`config.mk`:
```
export PLATFORM = sky130hd
export DESIGN_NAME = vram_arbiter
export DESIGN_NICKNAME = d
export VERILOG_FILES = /design/src/rtl/vram_pkg.sv /design/src/rtl/vram_arb_guard.sv /design/src/rtl/vram_arbiter.sv
export SDC_FILE = /design/constraint.sdc
export NUM_CORES = 1
export LEC_CHECK = 0
export CAP_MARGIN = 40
export CORE_AREA = 2 2 81 83
export DETAILED_ROUTE_END_ITERATION = 12
export DIE_AREA = 0 0 83 85
export GPL_ROUTABILITY_DRIVEN = 0
export PLACE_DENSITY = 0.84
export RECOVER_POWER = 50
export SLEW_MARGIN = 40
export SYNTH_ARGS = -nofsm -noshare
export SYNTH_HDL_FRONTEND = slang
export SYNTH_SLANG_ARGS = --single-unit
```
`constraint.sdc`:
```
create_clock -name Clk -period 3 [get_ports Clk]
set_input_delay 0.3 -clock Clk [delete_from_list [all_inputs] [get_ports Clk]]
set_output_delay 0.3 -clock Clk [all_outputs]
set_load 0.02 [all_outputs]
```
`src/rtl/vram_pkg.sv`:
```
`default_nettype none
// +--------------------------------------------------------------------+
// | Package  : vram_pkg                                                 |
// | Purpose  : Shared sizes, FSM states and grant codes for the text-   |
// |            mode VRAM arbiter.                                       |
// | Revision : 1.0  initial release                                     |
// +--------------------------------------------------------------------+
package vram_pkg;

   localparam int VRAM_ADDR_W = 11;
   localparam int VRAM_DATA_W = 32;
   localparam int VRAM_WORDS  = 1200;

   // IDLE arbitrates every cycle; RD_WAIT is the CPU read-data return cycle.
   typedef enum logic [0:0] {
      IDLE    = 1'b0,
      RD_WAIT = 1'b1
   } arb_state_t;

   // Owner of the RAM port in the current cycle.
   typedef enum logic [1:0] {
      GNT_NONE   = 2'd0,
      GNT_VGA    = 2'd1,
      GNT_CPU_RD = 2'd2,
      GNT_CPU_WR = 2'd3
   } arb_grant_t;

   function automatic logic is_cpu_grant(input arb_grant_t g);
      return (g == GNT_CPU_RD) || (g == GNT_CPU_WR);
   endfunction

endpackage
`default_nettype wire

```
`src/rtl/vram_arb_guard.sv`:
```
`default_nettype none
// +--------------------------------------------------------------------+
// | Module   : vram_arb_guard                                           |
// | Purpose  : Counts IDLE cycles a pending CPU request loses to VGA    |
// |            and raises force_cpu once MAX_CPU_WAIT losses are seen.  |
// |            Only instantiated when VRAM_ARB_CPU_GUARD_EN is defined. |
// | Revision : 1.0  initial release                                     |
// +--------------------------------------------------------------------+
module vram_arb_guard #(
   parameter int MAX_CPU_WAIT = 4
) (
   input  logic Clk,
   input  logic RESET,
   input  logic cpu_req,
   input  logic cpu_lost,
   input  logic cpu_grant,
   output logic force_cpu
);

   // A zero limit still needs a one-bit counter.
   localparam int               CNT_W      = (MAX_CPU_WAIT < 1) ? 1 : $clog2(MAX_CPU_WAIT + 1);
   localparam logic [CNT_W-1:0] WAIT_LIMIT = CNT_W'(MAX_CPU_WAIT);

   logic [CNT_W-1:0] wait_cnt;

   // Loss counter: restarts whenever the CPU is served or withdraws, saturates at the limit.
   always_ff @(posedge Clk) begin
      if (RESET || !cpu_req || cpu_grant) begin
         wait_cnt <= '0;
      end else if (cpu_lost && (wait_cnt != WAIT_LIMIT)) begin
         wait_cnt <= wait_cnt + CNT_W'(1);
      end
   end

   assign force_cpu = cpu_req && (wait_cnt == WAIT_LIMIT);

endmodule
`default_nettype wire

```
`src/rtl/vram_arbiter.sv`:
```
`default_nettype none
// +--------------------------------------------------------------------+
// | Module   : vram_arbiter                                             |
// | Purpose  : Single-port VRAM arbiter between the Avalon-MM CPU slave |
// |            and the VGA character fetch port. VGA has priority; the  |
// |            optional CPU wait guard is enabled by defining           |
// |            VRAM_ARB_CPU_GUARD_EN.                                   |
// | Revision : 1.0  initial release                                     |
// +--------------------------------------------------------------------+
module vram_arbiter
   import vram_pkg::*;
#(
   parameter int ADDR_W       = VRAM_ADDR_W,
   parameter int DATA_W       = VRAM_DATA_W,
   parameter int MAX_CPU_WAIT = 4
) (
   input  logic                  Clk,
   input  logic                  RESET,
   input  logic                  AVL_CS,
   input  logic                  AVL_READ,
   input  logic                  AVL_WRITE,
   input  logic [ADDR_W-1:0]     AVL_ADDR,
   input  logic [DATA_W/8-1:0]   AVL_BYTE_EN,
   input  logic [DATA_W-1:0]     AVL_WRITEDATA,
   output logic [DATA_W-1:0]     AVL_READDATA,
   output logic                  AVL_WAITREQUEST,
   input  logic                  fetch_req,
   input  logic [ADDR_W-1:0]     fetch_addr,
   output logic                  fetch_ack,
   output logic                  fetch_valid,
   output logic [DATA_W-1:0]     fetch_data,
   output logic [ADDR_W-1:0]     mem_addr,
   output logic                  mem_wren,
   output logic [DATA_W/8-1:0]   mem_byteen,
   output logic [DATA_W-1:0]     mem_wdata,
   input  logic [DATA_W-1:0]     mem_rdata
);

   arb_state_t        state;
   arb_state_t        next_state;
   arb_grant_t        grant;
   logic              cpu_req;
   logic              cpu_wr;
   logic              cpu_grant;
   logic              cpu_lost;
   logic              force_cpu;
   logic              rd_done;
   logic              fetch_valid_q;
   logic [ADDR_W-1:0] last_addr;

   // A simultaneous read+write is treated as a write.
   assign cpu_req   = AVL_CS & (AVL_READ | AVL_WRITE);
   assign cpu_wr    = AVL_CS & AVL_WRITE;
   assign cpu_grant = is_cpu_grant(grant);
   assign cpu_lost  = (state == IDLE) && cpu_req && (grant == GNT_VGA);

`ifdef VRAM_ARB_CPU_GUARD_EN
   vram_arb_guard #(
      .MAX_CPU_WAIT (MAX_CPU_WAIT)
   ) u_guard (
      .Clk       (Clk),
      .RESET     (RESET),
      .cpu_req   (cpu_req),
      .cpu_lost  (cpu_lost),
      .cpu_grant (cpu_grant),
      .force_cpu (force_cpu)
   );
`else
   logic unused_guard_cfg;
   assign force_cpu        = 1'b0;
   assign unused_guard_cfg = (MAX_CPU_WAIT == 0) | cpu_lost;
`endif

   // State register; reset abandons any read in flight.
   always_ff @(posedge Clk) begin
      if (RESET) begin
         state <= IDLE;
      end else begin
         state <= next_state;
      end
   end

   // Arbitration and next state; nothing is granted while RESET is high.
   always_comb begin
      next_state = state;
      grant      = GNT_NONE;
      if (!RESET) begin
         unique case (state)
            IDLE: begin
               if (force_cpu) begin
                  grant = cpu_wr ? GNT_CPU_WR : GNT_CPU_RD;
               end else if (fetch_req) begin
                  grant = GNT_VGA;
               end else if (cpu_req) begin
                  grant = cpu_wr ? GNT_CPU_WR : GNT_CPU_RD;
               end
               if (grant == GNT_CPU_RD) begin
                  next_state = RD_WAIT;
               end
            end
            RD_WAIT: begin
               // The RAM port is idle while read data returns, so VGA may use it.
               if (fetch_req) begin
                  grant = GNT_VGA;
               end
               next_state = IDLE;
            end
            default: begin
               next_state = IDLE;
            end
         endcase
      end
   end

   // RAM port drive; the address holds its last value when nobody is granted.
   always_comb begin
      mem_addr   = last_addr;
      mem_wren   = 1'b0;
      mem_byteen = '0;
      fetch_ack  = 1'b0;
      unique case (grant)
         GNT_VGA: begin
            mem_addr  = fetch_addr;
            fetch_ack = 1'b1;
         end
         GNT_CPU_RD: begin
            mem_addr = AVL_ADDR;
         end
         GNT_CPU_WR: begin
            mem_addr   = AVL_ADDR;
            mem_wren   = 1'b1;
            mem_byteen = AVL_BYTE_EN;
         end
         default: begin
         end
      endcase
   end

   // Fetch data-valid pipeline and remembered RAM address.
   always_ff @(posedge Clk) begin
      if (RESET) begin
         fetch_valid_q <= 1'b0;
         last_addr     <= '0;
      end else begin
         fetch_valid_q <= fetch_ack;
         last_addr     <= mem_addr;
      end
   end

   assign rd_done         = (state == RD_WAIT) && !RESET;
   assign AVL_WAITREQUEST = cpu_req & ~((grant == GNT_CPU_WR) | rd_done);
   assign AVL_READDATA    = mem_rdata;
   assign fetch_valid     = fetch_valid_q;
   assign fetch_data      = mem_rdata;
   assign mem_wdata       = AVL_WRITEDATA;

endmodule
`default_nettype wire

```
==> parameters.txt, run 1 <==
Parameter                              Value

Clocking
  CTS sink count ... 13
  Number of buffers inserted during clock tree synthesis ... 3
  Total of hold buffers inserted after clock tree synthesis ... 0
  Number of setup buffers added after CTS ... 0
  Clock latency at the later pin of the worst-skew pair ... 0.24 ns
  TritonCTS clock tree ... done
  H-tree lvl count ... 1
  Clock tree root driver cell ... clkbuf_8
  Number of buffers between clock root and the deepest sink ... 2
  Clock slew at the register clock pins of the worst setup and hold paths ... 0.05 ns

Floorplan
  Core area ... 6205 um^2
  Placement Rows ... 29
  Initial standard-cell utilization of the core ... 24.72%
  Die width ... 83 um
  Vertical die dimension ... 85 um
  Die Footprint ... 7055 um^2
  Total I/O pin count ... 211

Detailed routing
  Drt wl/cell ... 19.17 um
  Number of routed nets with antenna violations ... 0
  Metal-1 WL ... 1404 um
  Highest metal layer with signal wires ... met4
  Number of remaining DRC errors ... 0
  WL met3 ... 544 um
  Routed Wire Length ... 4294 um
  Via count of the routed design ... 1,057
  Drt first pass iters ... 4
  Via density ... 4.719
  Total met2 wirelength after detailed routing ... 2219 um
  Count of routing violations after the opening detailed-route iteration ... 30

Worst setup path
  Most used cell along the critical path ... clkdlybuf4s50_1
  Category of the most critical setup path ... in2out
  Startpoint Class ... primary input
  Critical-path cell list ... clkdlybuf4s50_1, or4b_4, or2_1, buf_12, a31oi_1, clkdlybuf4s50_1
  Type of destination of the critical path ... primary output
  First element of the critical path ... fetch_req
  Cell type of the slowest stage on the worst timing path ... clkdlybuf4s50_1
  CP bufs+invs ... 3
  Required time worst endpoint ... 2.70 ns
  Endpoint arrival time on the critical path ... 2.55 ns
  Largest stage delay on the critical path ... 0.64 ns
  Worst flop-to-flop path startpoint ... state
  Family of cells with the greatest summed delay on the critical path ... buffers and inverters
  Max Fanout on Critical Path ... 23

Worst hold path
  Worst hold-check path type ... reg2reg
  Beginning of the worst hold path ... last_addr[4]

Cells and area
  Antenna fix cells ... 0
  Commonest non-fill, non-tap cells in the layout ... clkdlybuf4s50_1 (50), dfxtp_1 (13), nor3_1 (12)
  P&R area growth vs syn ... -4.160%
  Register area ... 260.3 um^2
  Post-Route Utilization ... 23.69%
  Multi-input combinational cell area ... 484.2 um^2
  Fill cell instance count of the final layout ... 676
  Most common cell after layout, fill and taps aside ... clkdlybuf4s50_1
  Share of layout cells above drive strength 1 ... 14.97%
  Net count of the finished layout ... 244
  Number of cells in the finished layout apart from fillers ... 224

Synth
  Synth cell types ... 21
  Share of async-settable or async-resettable flops after synthesis ... 0%
  Nets in the synthesized netlist ... 288
  Yosys warning total ... 0
  Netlist Area Pre-Place ... 1534 um^2
  Top_reg_cell synth ... dfxtp_1
  Syn avg cell area ... 7.989 um^2
  #FFs+latches synth ... 13
  Sequential cell area fraction in the yosys report ... 16.97%
  Portion of synthesized cell area occupied by the leading cell type ... 46.98%
  Synth top area cells ... buf_4 (47%), dfxtp_1 (17%), a311oi_2 (7.8%), a31oi_1 (4.5%), nor3_1 (3.9%)
  Leading area contributor after synthesis ... buf_4
  Number of enable-type register cells in the synthesized netlist ... 0
  Number of instances in the synthesized netlist ... 192

Placement
  Instance count after placement with tap cells included ... 220
  Sum of net half-perimeters after detailed placement ... 3441 um
  I/O Buffers ... 50

Global routing
  All-Layer GR Usage ... 11.58%
  Leftover overflow at the end of global routing ... 0
  Initial antenna violation count ... 0
  First-pass GRT wire length ... 6361 um
  Largest net degree at the start of global routing ... 24
  Via count of the first global-routing pass ... 1,048

Timing
  Count of final max-slew check failures ... 0
  Portion of the clock cycle consumed by the worst path in the final layout ... 94.87%
  Final total negative setup slack ... 0 ns
  Fin crit period ... 2.846 ns
  Setup repair after global routing missed its margin ... false
  Final clock skew ... 0.003286 ns
  Final number of hold-violating endpoints ... 0
  Transition time of the tightest slew-check pin ... 0.4656 ns
  Setup-failing EPs final ... 0
  Max transition margin ... 68.79%
  Fmax ... 351.4 MHz
  Hold Worst Slack ... 0.5087 ns

Run
  Max-cap violation count ... 0

Status
  Run status ... complete, no violations

Pwr
  Highest ir drop seen on vdd ... 0.1244 mV
  Pleak ... 0.4922 nW
  Power density over the cells ... 367.1 nW/um^2
## where the power goes
group / switching, mW / internal (mW)
sequential: 0.00344 / 0.186
combinational: 0.0904 / 0.103
clock: 0.0633 / 0.0938
## worst paths after layout
| check | endpoint | slack, ns | cells past startpoint |
|---|---|---|---|
| worst max-delay path | mem_addr[1] | 0.15 | 6 |
| worst min-delay path | last_addr[4] | 0.51 | 2 |
| worst max register to register | last_addr[3] | 1.35 | 4 |
| worst min register to register | last_addr[4] | 0.51 | 2 |
## layout make-up
| cell class | count | share of cell area, % |
|---|---|---|
| sequential | 13 | 17.70 |
| tap | 77 | 6.553 |
| multi-input combinational | 69 | 32.94 |
| inverter | 4 | 1.277 |
| timing repair buffer | 57 | 38.47 |
| clock buffer | 4 | 3.064 |
## tightest hold or removal path, cell delays in order, from the launching register on
cell and delay, ns:
dfxtp_1 0.29, nand3_1 0.07, a311oi_1 0.09
## through the flow
stage                     instance area, um^2  power, mW  worst slack [ns]
after floorplan                          1534     0.4694            0.9788
after global placement                   1421     0.3830            0.1444
after detailed placement                 1421     0.3870            0.1433
after CTS                                1466     0.5470            0.1283
after global routing                     1470     0.5680           0.02559
final                                    1470     0.5397            0.1539
## logic make-up (layout without fill, tap and decap cells)
| group | after synthesis | in the layout | synth area share, % |
|---|---|---|---|
| buffers and inverters | 110 | 65 | 51.47 |
| AO/OA/AOI/OAI | 35 | 35 | 18.68 |
| AND/OR/NAND/NOR | 34 | 34 | 12.89 |
| flip-flops | 13 | 13 | 16.97 |
## state kept, by name (all words and copies together), names as in the netlist
register     flops
last_addr       11
state            1
fetch_valid      1
## routing by layer
| layer | GRT usage, % | vias to the layer above |
|---|---|---|
| met3 | 6.323 | 14 |
| met1 | 10.29 | 492 |
| met5 | 0 | - |
| met4 | 4.620 | 0 |
| met2 | 21.77 | 71 |
| li1 | - | 480 |
## timing repair
| item | CTS | global route |
|---|---|---|
| hold endpoints to repair | 0 | 0 |
| gates resized for setup | 0 | 1 |
| setup endpoints to repair | 0 | 1 |
## synth_stat cells, types with 2 or more instances
master and n:
nor2_1 2, inv_1 4, nor3_1 12, a311oi_1 3
buf_4 96, nand3_1 11, o21ai_0 11, a31oi_1 11
buf_6 2, a311oi_2 8, clkbuf_1 7, and2_1 4
dfxtp_1 13
Power figures use the tool's default switching activity.
==> run 2, diff against run 1 <==
--- a/config.mk
+++ b/config.mk
@@ -10,6 +10,7 @@
 export DETAILED_ROUTE_END_ITERATION = 12
 export DIE_AREA = 0 0 83 85
 export GPL_ROUTABILITY_DRIVEN = 0
+export HOLD_SLACK_MARGIN = 0.03
 export PLACE_DENSITY = 0.84
 export RECOVER_POWER = 50
 export SLEW_MARGIN = 40
==> results of run 2 <==
The final DEF is identical to that of run 1; final timing and power are the same.
==> run 3, diff against run 2 <==
--- a/config.mk
+++ b/config.mk
@@ -12,8 +12,7 @@
 export GPL_ROUTABILITY_DRIVEN = 0
 export HOLD_SLACK_MARGIN = 0.03
 export PLACE_DENSITY = 0.84
-export RECOVER_POWER = 50
-export SLEW_MARGIN = 40
+export SLEW_MARGIN = 10
 export SYNTH_ARGS = -nofsm -noshare
 export SYNTH_HDL_FRONTEND = slang
 export SYNTH_SLANG_ARGS = --single-unit
==> results of run 3 <==
The final DEF is identical to that of run 1; final timing and power are the same.
